$ cat src/rtl/rob_commit_pkg.sv
// Shared types and sizing for the reorder buffer commit block.
package rob_commit_pkg;
  localparam int ROB_DEPTH = 16;
  localparam int PREG_W    = 6;
  localparam int AREG_W    = 5;
  localparam int DATA_W    = 32;
  localparam int NUM_CMP   = 3;

  localparam logic [6:0] OP_SW = 7'b0100011;

  typedef struct packed {
    logic              v;
    logic              done;
    logic              store;
    logic [AREG_W-1:0] rd;
    logic [PREG_W-1:0] pd;
    logic [PREG_W-1:0] old_pd;
    logic [DATA_W-1:0] data;
  } rob_entry_t;

  typedef struct packed {
    logic              store;
    logic [AREG_W-1:0] rd;
    logic [PREG_W-1:0] pd;
    logic [PREG_W-1:0] old_pd;
    logic [DATA_W-1:0] data;
  } rob_ret_t;
endpackage

$ cat src/rtl/rob_cmp_match.sv
// Per-entry tag match against all completion ports; lowest port wins on a tie.
module rob_cmp_match
  import rob_commit_pkg::*;
(
  input  logic                             v_i,
  input  logic                             done_i,
  input  logic [PREG_W-1:0]                pd_i,
  input  logic [NUM_CMP-1:0]               cmp_valid_i,
  input  logic [NUM_CMP-1:0][PREG_W-1:0]   cmp_dest_i,
  input  logic [NUM_CMP-1:0][DATA_W-1:0]   cmp_data_i,
  output logic                             hit_o,
  output logic [DATA_W-1:0]                data_o
);
  // Scan from the highest port down so the lowest matching port is applied last.
  always_comb begin
    hit_o  = 1'b0;
    data_o = '0;
    for (int k = NUM_CMP-1; k >= 0; k--) begin
      if (v_i && !done_i && cmp_valid_i[k] && (cmp_dest_i[k] == pd_i)) begin
        hit_o  = 1'b1;
        data_o = cmp_data_i[k];
      end
    end
  end
endmodule

$ cat src/rtl/rob_commit.sv
// Circular ROB: dual in-order allocate, triple tag-matched completion, dual in-order retire.
// Optional flush port enabled by defining ROB_COMMIT_FLUSH_EN.
module rob_commit
  import rob_commit_pkg::*;
#(
  parameter int DEPTH = ROB_DEPTH
) (
  input  logic                    clk,
  input  logic                    rst_n,
`ifdef ROB_COMMIT_FLUSH_EN
  input  logic                    flush,
`endif
  input  logic                    alloc_en_1,
  input  logic                    alloc_en_2,
  input  logic [PREG_W-1:0]       alloc_pd_1,
  input  logic [PREG_W-1:0]       alloc_pd_2,
  input  logic [PREG_W-1:0]       alloc_old_pd_1,
  input  logic [PREG_W-1:0]       alloc_old_pd_2,
  input  logic [AREG_W-1:0]       alloc_rd_1,
  input  logic [AREG_W-1:0]       alloc_rd_2,
  input  logic                    alloc_store_1,
  input  logic                    alloc_store_2,
  output logic                    alloc_ready,
  output logic [$clog2(DEPTH)-1:0] alloc_idx_1,
  output logic [$clog2(DEPTH)-1:0] alloc_idx_2,
  input  logic                    cmp_valid_1,
  input  logic                    cmp_valid_2,
  input  logic                    cmp_valid_3,
  input  logic [PREG_W-1:0]       cmp_dest_1,
  input  logic [PREG_W-1:0]       cmp_dest_2,
  input  logic [PREG_W-1:0]       cmp_dest_3,
  input  logic [DATA_W-1:0]       cmp_data_1,
  input  logic [DATA_W-1:0]       cmp_data_2,
  input  logic [DATA_W-1:0]       cmp_data_3,
  output logic                    ret_valid_1,
  output logic                    ret_valid_2,
  output logic [AREG_W-1:0]       ret_rd_1,
  output logic [AREG_W-1:0]       ret_rd_2,
  output logic [PREG_W-1:0]       ret_pd_1,
  output logic [PREG_W-1:0]       ret_pd_2,
  output logic [PREG_W-1:0]       ret_old_pd_1,
  output logic [PREG_W-1:0]       ret_old_pd_2,
  output logic [DATA_W-1:0]       ret_data_1,
  output logic [DATA_W-1:0]       ret_data_2,
  output logic                    ret_store_1,
  output logic                    ret_store_2,
  output logic [$clog2(DEPTH):0]  count,
  output logic                    empty
);
  localparam int IDX_W = $clog2(DEPTH);
  localparam int PTR_W = IDX_W + 1;
  localparam logic [PTR_W-1:0] RDY_MAX = PTR_W'(DEPTH - 2);

  rob_entry_t        ent_q [DEPTH];
  logic [PTR_W-1:0]  head_q, head_d, tail_q, tail_d;
  logic [PTR_W-1:0]  cnt;
  logic [IDX_W-1:0]  head_idx, head1_idx, tail_idx, tail1_idx;
  logic              ret1, ret2, alloc_go, alloc_two, flush_w;
  logic [DEPTH-1:0]  hit, clr_vec, wr1_vec, wr2_vec;
  logic [DEPTH-1:0][DATA_W-1:0] hit_data;
  logic [NUM_CMP-1:0]             cmp_v;
  logic [NUM_CMP-1:0][PREG_W-1:0] cmp_t;
  logic [NUM_CMP-1:0][DATA_W-1:0] cmp_d;
  rob_entry_t        new1, new2;
  rob_ret_t          ret1_q, ret2_q;
  logic              rv1_q, rv2_q;

`ifdef ROB_COMMIT_FLUSH_EN
  assign flush_w = flush;
`else
  assign flush_w = 1'b0;
`endif

  // Wrap bit in the pointers lets tail - head range over 0..DEPTH.
  assign cnt         = tail_q - head_q;
  assign count       = cnt;
  assign empty       = (cnt == '0);
  assign alloc_ready = (cnt <= RDY_MAX);

  assign head_idx  = head_q[IDX_W-1:0];
  assign head1_idx = head_idx + 1'b1;
  assign tail_idx  = tail_q[IDX_W-1:0];
  assign tail1_idx = tail_idx + 1'b1;
  assign alloc_idx_1 = tail_idx;
  assign alloc_idx_2 = tail1_idx;

  assign ret1      = ent_q[head_idx].v && ent_q[head_idx].done;
  assign ret2      = ret1 && ent_q[head1_idx].v && ent_q[head1_idx].done;
  assign alloc_go  = alloc_en_1 && alloc_ready;
  assign alloc_two = alloc_go && alloc_en_2;

  assign clr_vec = (DEPTH'(ret1) << head_idx) | (DEPTH'(ret2) << head1_idx);
  assign wr1_vec = DEPTH'(alloc_go) << tail_idx;
  assign wr2_vec = DEPTH'(alloc_two) << tail1_idx;

  assign new1 = '{v: 1'b1, done: 1'b0, store: alloc_store_1, rd: alloc_rd_1,
                  pd: alloc_pd_1, old_pd: alloc_old_pd_1, data: '0};
  assign new2 = '{v: 1'b1, done: 1'b0, store: alloc_store_2, rd: alloc_rd_2,
                  pd: alloc_pd_2, old_pd: alloc_old_pd_2, data: '0};

  assign cmp_v = {cmp_valid_3, cmp_valid_2, cmp_valid_1};
  assign cmp_t = {cmp_dest_3, cmp_dest_2, cmp_dest_1};
  assign cmp_d = {cmp_data_3, cmp_data_2, cmp_data_1};

  for (genvar g = 0; g < DEPTH; g++) begin : g_match
    rob_cmp_match u_match (
      .v_i         (ent_q[g].v),
      .done_i      (ent_q[g].done),
      .pd_i        (ent_q[g].pd),
      .cmp_valid_i (cmp_v),
      .cmp_dest_i  (cmp_t),
      .cmp_data_i  (cmp_d),
      .hit_o       (hit[g]),
      .data_o      (hit_data[g])
    );
  end

  always_comb begin
    head_d = head_q + PTR_W'(ret1) + PTR_W'(ret2);
    tail_d = tail_q + PTR_W'(alloc_go) + PTR_W'(alloc_two);
    if (flush_w) begin
      head_d = head_q;
      tail_d = head_q;
    end
  end

  always_ff @(posedge clk or negedge rst_n) begin
    if (!rst_n) begin
      head_q <= '0;
      tail_q <= '0;
    end else begin
      head_q <= head_d;
      tail_q <= tail_d;
    end
  end

  // Alloc, retire and completion never target the same entry in one cycle.
  always_ff @(posedge clk or negedge rst_n) begin
    if (!rst_n) begin
      for (int i = 0; i < DEPTH; i++) ent_q[i] <= '0;
    end else begin
      for (int i = 0; i < DEPTH; i++) begin
        if (flush_w) begin
          ent_q[i].v    <= 1'b0;
          ent_q[i].done <= 1'b0;
        end else if (wr1_vec[i]) begin
          ent_q[i] <= new1;
        end else if (wr2_vec[i]) begin
          ent_q[i] <= new2;
        end else if (clr_vec[i]) begin
          ent_q[i].v    <= 1'b0;
          ent_q[i].done <= 1'b0;
        end else if (hit[i]) begin
          ent_q[i].done <= 1'b1;
          ent_q[i].data <= hit_data[i];
        end
      end
    end
  end

  always_ff @(posedge clk or negedge rst_n) begin
    if (!rst_n) begin
      rv1_q  <= 1'b0;
      rv2_q  <= 1'b0;
      ret1_q <= '0;
      ret2_q <= '0;
    end else begin
      rv1_q <= ret1 && !flush_w;
      rv2_q <= ret2 && !flush_w;
      if (ret1 && !flush_w)
        ret1_q <= '{store: ent_q[head_idx].store, rd: ent_q[head_idx].rd,
                    pd: ent_q[head_idx].pd, old_pd: ent_q[head_idx].old_pd,
                    data: ent_q[head_idx].data};
      if (ret2 && !flush_w)
        ret2_q <= '{store: ent_q[head1_idx].store, rd: ent_q[head1_idx].rd,
                    pd: ent_q[head1_idx].pd, old_pd: ent_q[head1_idx].old_pd,
                    data: ent_q[head1_idx].data};
    end
  end

  assign ret_valid_1  = rv1_q;
  assign ret_valid_2  = rv2_q;
  assign ret_store_1  = ret1_q.store;
  assign ret_store_2  = ret2_q.store;
  assign ret_rd_1     = ret1_q.rd;
  assign ret_rd_2     = ret2_q.rd;
  assign ret_pd_1     = ret1_q.pd;
  assign ret_pd_2     = ret2_q.pd;
  assign ret_old_pd_1 = ret1_q.old_pd;
  assign ret_old_pd_2 = ret2_q.old_pd;
  assign ret_data_1   = ret1_q.data;
  assign ret_data_2   = ret2_q.data;
endmodule

$ cat config.mk
export PLATFORM = sky130hd
export DESIGN_NAME = rob_commit
export DESIGN_NICKNAME = d
export VERILOG_FILES = /design/src/rtl/rob_commit_pkg.sv /design/src/rtl/rob_cmp_match.sv /design/src/rtl/rob_commit.sv
export SDC_FILE = /design/constraint.sdc
export NUM_CORES = 2
export LEC_CHECK = 0
export BUFFER_PORTS_ARGS = -buffer_cell sky130_fd_sc_hd__buf_2
export CORE_AREA = 5 5 441 443
export CTS_CLUSTER_DIAMETER = 50
export CTS_CLUSTER_SIZE = 30
export DETAILED_ROUTE_END_ITERATION = 12
export DIE_AREA = 0 0 446 448
export PLACE_DENSITY_LB_ADDON = 0.08
export SLEW_MARGIN = 20
export SYNTH_ARGS = -nofsm -noshare
export SYNTH_HDL_FRONTEND = slang
export SYNTH_SLANG_ARGS = --single-unit
$ cat constraint.sdc
create_clock -name clk -period 4.35 [get_ports clk]
set_clock_uncertainty 0.15 [all_clocks]
set_input_delay 0.435 -clock clk [delete_from_list [all_inputs] [get_ports clk]]
set_output_delay 0.435 -clock clk [all_outputs]
set_load 0.01 [all_outputs]
# Word-level counts from Yosys, hierarchy flattened
# Index checks and enable logic that the tools add are counted.
# op_classes
add_sub_neg	7
order_cmp	3
n_shift	4
bitwise	3
n_eq_ne	64
reduce_logical	214
muxes	246
# ops
op	n
$mux 32	96
$mux 52	20
$bmux 52 s4	2
$eq 6x6->1	48
$mux 18	16
$logic_and 1x1->1	117
$mux 1	96
$reduce_bool 3->1	32
$reduce_bool 4->1	16
$shl 1x4->16	4
$ne 3x1->1 const B	16
$mux 2	16
$reduce_and 2->1	16
$reduce_bool 2->1	16
$add 5x1->5	4
$logic_not 1->1	16
$or 16x16->16	1
$ge 5x5->1 const B	2
$not 4->5	2
$add 4x1->4 const B	2
$le 5x4->1 const B	1
$logic_not 5->1	1
$sub 5x5->5	1
# totals
inputBits	157
regBits	944

# Depth between registers and ports, before layout
# depth
depth_word	12
ltp_mapped	22
depth_no_buf	16

# Cells and area by module
# A second synthesis with hierarchy kept.
# unflattened
cells_unflattened	6299
hier_area_um2	73325.3
# modules_own_cells
mod	area_each_um2	n_inst	cells_each
rob_commit	52625.5	1	3995
rob_cmp_match	1293.7	16	144

# Least setup slack after synthesis
# No wires, ideal clock.
# synth_timing
path_kind	register -> register
start	register head_q[2]
end	register ent_q[556] in the netlist's numbering
stages_incl_launch_ff	18
synth_period_minus_slack_ps	4522
path_slack_ps	-172
setup_ps	126
arrival_ps	4246
t_required_ps	4074
path_cell_list	dfrtp_1 -> inv_2 -> buf_1 -> ha_1 -> a21o_1 -> a21oi_1 -> xnor2_1 -> a31o_1 -> buf_2 -> inv_2 -> and3_1 -> ha_1 -> nand2b_1 -> clkbuf_1 -> nor2_2 -> clkbuf_1 -> mux2i_1 -> a21oi_1
# synth_between
elab_chain_cells	6
# synth_rtl
item	line	text
start: declaration	rob_commit.sv:55	logic [PTR_W-1:0] head_q, head_d, tail_q, tail_d;
start signal: assignment	rob_commit.sv:129	head_q <= '0;
start signal: assignment	rob_commit.sv:132	head_q <= head_d;
$sub 5x5->5 *	rob_commit.sv:75	assign cnt = tail_q - head_q;
named net count[4]	rob_commit.sv:47	output logic [$clog2(DEPTH):0] count,
$le 5x4->1 *	rob_commit.sv:78	assign alloc_ready = (cnt <= RDY_MAX);
named net alloc_ready	rob_commit.sv:23	output logic alloc_ready,
$logic_and 1x1->1 *	rob_commit.sv:89	assign alloc_go = alloc_en_1 && alloc_ready;
$logic_and 1x1->1	rob_commit.sv:90	assign alloc_two = alloc_go && alloc_en_2;
$shl 1x4->16	rob_commit.sv:94	assign wr2_vec = DEPTH'(alloc_two) << tail1_idx;
$reduce_bool 2->1 (no source line)	n/a	
end signal: indexed assignment	rob_commit.sv:147	ent_q[i] <= new1;
end signal: indexed assignment	rob_commit.sv:149	ent_q[i] <= new2;
end: declaration	rob_commit.sv:54	rob_entry_t ent_q [DEPTH];
# Mark *: on every way through the listed nets, which the timed path passes. The rest lies on a longest branch.
# A chain may end at the register's enable or synchronous reset.

# Worst setup path in the final report
# layout_timing
start	register head_q[3]
end	register ent_q[428] in the netlist's numbering
# layout_between
elab_chain_cells	11
# layout_rtl
item	line	text
$add 4x1->4 or $not 4->5 (tied branches)	rob_commit.sv:81, rob_commit.sv:87	
$not 4->5 (implied by the code) or $bmux 52 s4 (tied branches)	rob_commit.sv:88, rob_commit.sv:87	
$bmux 52 s4 or $mux 52 (tied branches)	n/a	
$mux 52, on equally long branches	n/a	
$mux 52 or $logic_and 1x1->1 (tied branches)	n/a	
$logic_and 1x1->1	rob_commit.sv:88	assign ret2 = ret1 && ent_q[head1_idx].v && ent_q[head1_idx].done;
$logic_and 1x1->1 *	rob_commit.sv:88	
named net ret2	rob_commit.sv:58	logic ret1, ret2, alloc_go, alloc_two, flush_w;
$shl 1x4->16 *	rob_commit.sv:92	assign clr_vec = (DEPTH'(ret1) << head_idx) | (DEPTH'(ret2) << head1_idx);
$or 16x16->16 *	rob_commit.sv:92	
$ne 3x1->1 (no source line) *	n/a	
$reduce_and 2->1 (no source line) *	n/a	
# Mark *: on every way through the listed nets, which the timed path passes. The rest lies on a longest branch. The select of a mux whose other input is x is not followed.

==> results.ini <==
[run_status]
status=complete, no violations

[cts]
cts.clk_slew.worst_paths_ns=0.07
htree_levels=4
clock-root-buffer=clkbuf_16
cts_tree=built
cts_made_buffers=163
clock_path_buffers=3
clock_insertion_delay_worst_skew_ns=0.87
numClockSinks=944

[floorplanning]
core_area_um2=189600
design.die.area_um2=199800
die_x_um=446
rows=160
start_util=0.3490
boundaryPins=274
die_height_um=448

[sta]
finalWorstPathRequiredPeriod_ns=4.226
fin_setup_tns_ns=0
hold_violations=0
fmax_mhz=236.6
finalMaxSlewViolations=0
worst_pin_slew_ns=1.349
setup_viol=0
relSlewSlack=0.1008
rsz0062_at_grt=yes
period_share=0.9716

[final_layout]
num-fill-cells=18540
nets=7165
layout_commonest_cell=nand2_1
fin_area_um2=78180
layout_common_cells=nand2_1, dfrtp_1, a21oi_1
syn_to_final_growth_pct=18.16
drive_gt1_frac=0.2171
final_core_util=0.4124
multi_input_area_um2=38890
seq_area_um2=23630

[drt]
vias_per_cell=6.643
ant_nets=0
drt-total-wl_mm=360.3
drt_iter0_drc=8263
drtPass1Iterations=10
avgRoutedWirePerCell_um=37.31
drc=0
num_vias=64150

[yosys]
synth_cell_type_count=78
synth-edff-count=0
synth_top_family_by_area=multiplexers
async_flop_share=1.000
yosysSeqAreaShare=0.3570
ys_ff_latch=944
syn_area_per_cell_um2=9.444
syn_nets=7178
syn-cell-area_um2=66160
synth.mux.area_fraction=0.2095
synth-simple-area-share=0.1220
synth-adder-area-share=0.003177
synthXorXnorAreaFrac=0.04045
synth_compound_area_frac=0.2036
ys.flop_type=dfrtp_1
synthCells=7006
ys_warn_count=0

[pwr]
power_frac_comb=0.471
pwr-share-seq=0.256
ir_drop_mv=1.391
p_sw_frac=0.4415
power.net_switching_uw=22850
power.internal_uw=28900
leakage_uw=0.03089
power_frac_clock=0.273
power_density_nw_per_um2=662.0

[worst_setup_path]
critPathCapture=ent_q[428]
critical-path-max-stage-delay_ns=0.97
cp_data_arrival_time_ns=4.85
regToRegStartpoint=head_q[3]
crit_slowest_cell=and2_2
critPathMostFrequentCell=a21oi_1
crit_path_end_kind=flop
critical_path.startpoint_type=flop
ff2ff_path_depth=13
r2r_setup_slack_ns=0.12
startpoint=head_q[3]
crit_chain=buf_4 > a31oi_1 > a21oi_4 > a31o_4 > inv_2 > ha_1 > nand2_1 > or3_1 > o21ai_0 > a21oi_1 > and2_2 > o211ai_1 > a21oi_1
critPathRequiredTime_ns=4.97
reg2reg_to=ent_q[428]
critPathKind=flop to flop
cp_max_fo=37

[grt]
grt_overflow=0
grt_max_degree=130
track_usage=0.3513
grt_pass1_wl_mm=498.8
antenna_found_initial=25
grt_pass1_vias=62310

[placed_design]
placed_cell_area_um2=70660
gp_congestion=0.9581
dpl.hpwl_mm=219.6
io_buffers=273

[run]
maxCapViolCount=0

[worst_hold_path]
holdCritPathClass=input pin to async pin

layout make-up:
class | instances | area share
timing repair buffer | 758 | 0.08119
inverter | 62 | 0.003073
antenna | 16 | 0.0005122
tap | 2511 | 0.04019
clock inverter | 100 | 0.01898
multi-input combinational | 5064 | 0.4975
sequential | 944 | 0.3023
clock buffer | 202 | 0.05624
stage by stage:
stage | cells | hold WS [ns] | setup slack [ns] | total power [uW]
CTS | 9633 | 0.002413 | 0.01929 | 51520
detailed placement | 9184 | 0.3086 | 0.1555 | 37130
floorplan | 7006 | -0.01059 | 0.04893 | 27610
global placement | 9183 | 0.3144 | 0.1932 | 36940
finish | 9657 | 0.03834 | 0.1235 | 51750
global route | 9645 | 0.05263 | -0.02984 | 53650
cells by family (layout without fill, tap and decap cells):
| kind of cell | count (synthesis) | count (layout) |
|---|---|---|
| adder cells (fa/ha/maj) | 15 | 15 |
| flip-flops | 944 | 944 |
| AO/OA/AOI/OAI | 2092 | 2092 |
| buffers and inverters | 998 | 1122 |
| multiplexers | 806 | 806 |
| other | 0 | 16 |
| AND/OR/NAND/NOR | 1848 | 1848 |
| XOR/XNOR | 303 | 303 |
worst min-delay path by stage:
| stage | from | to | slack [ns] | cells after the start |
|---|---|---|---|---|
| detailed placement | rst_n | ent_q[58] | 0.31 | 1 |
| global placement | rst_n | ent_q[58] | 0.31 | 1 |
| finish | rst_n | ent_q[58] | 0.04 | 2 |
| CTS | cmp_data_2[6] | ent_q[58] | 0.002 | 5 |
| global route | rst_n | ent_q[58] | 0.05 | 2 |
| floorplan | rst_n | ent_q[0] | -0.01 | 0 |
cells in the mapped netlist, types with 11 or more instances:
cell type | count | area, um2
a22oi_1 | 36 | 270.3
clkbuf_1 | 562 | 2110
o211ai_1 | 405 | 3040
mux2i_1 | 252 | 2522
xnor2_1 | 199 | 1743
buf_1 | 125 | 469.2
or4_1 | 20 | 150.1
and2_1 | 41 | 256.5
mux4_2 | 453 | 10200
a31oi_1 | 60 | 375.4
nor3_1 | 54 | 270.3
buf_4 | 41 | 307.8
mux2_2 | 51 | 574.3
ha_1 | 12 | 150.1
dfrtp_1 | 944 | 23620
and3_1 | 59 | 369.1
inv_1 | 51 | 191.4
a221o_1 | 140 | 1401
nor4_1 | 27 | 168.9
o21ai_0 | 209 | 1046
a221oi_1 | 52 | 455.4
buf_6 | 15 | 168.9
nor2b_1 | 25 | 156.4
o311ai_0 | 125 | 1095
buf_2 | 184 | 920.9
a21o_1 | 18 | 135.1
nand3_1 | 154 | 770.7
mux2_1 | 50 | 563.0
nor2_1 | 242 | 908.4
nand2_1 | 1123 | 4215
nand4_1 | 36 | 225.2
inv_2 | 11 | 41.29
a21oi_1 | 869 | 4349
a211o_1 | 57 | 499.2
xor2_1 | 101 | 884.6
o21ai_1 | 80 | 400.4
layer usage:
layer  vias up  routed length (um)  global-route usage
met1     32600              139600              0.4539
met2      4403              156700              0.5298
li1      25960                   -                   -
met4        16               24980              0.2053
met5         -                 173            0.003608
met3      1169               38900             0.09553
repair_timing:
item                                   in CTS  in global routing
endpoints found under the hold margin     732                  0
buffers inserted                            0                  7
setup endpoints to repair                   0                 70
hold buffers                              147                  0
resized for setup                           0                 14
power groups by stage:
stage / Sequential (uW) / Clock (uW) / Combinational, uW
after floorplan: 11900 / 0 / 15800
after global placement: 13300 / 0 / 23700
after global routing: 13500 / 14700 / 25500
after detailed placement: 13300 / 0 / 23800
final: 13300 / 14100 / 24400
after CTS: 13200 / 14300 / 24000
critical path: cells and delay by family, from the launching register on:
family / cells / cell delay [ns]
compound gates: 7 / 1.24
simple gates: 3 / 1.21
buf+inv: 2 / 0.81
flops: 1 / 0.46
fa+ha+maj: 1 / 0.22
flip-flops by register name, summed over array words and instances, names as in the netlist, 5 cells and up:
signal        cells
ent_q           832
head_q            5
ret_data_1       32
ret_data_2       32
ret_old_pd_1      6
ret_old_pd_2      6
ret_pd_1          6
ret_pd_2          6
ret_rd_1          5
ret_rd_2          5
tail_q            5
No activity file was read; power rests on OpenSTA's default activity.
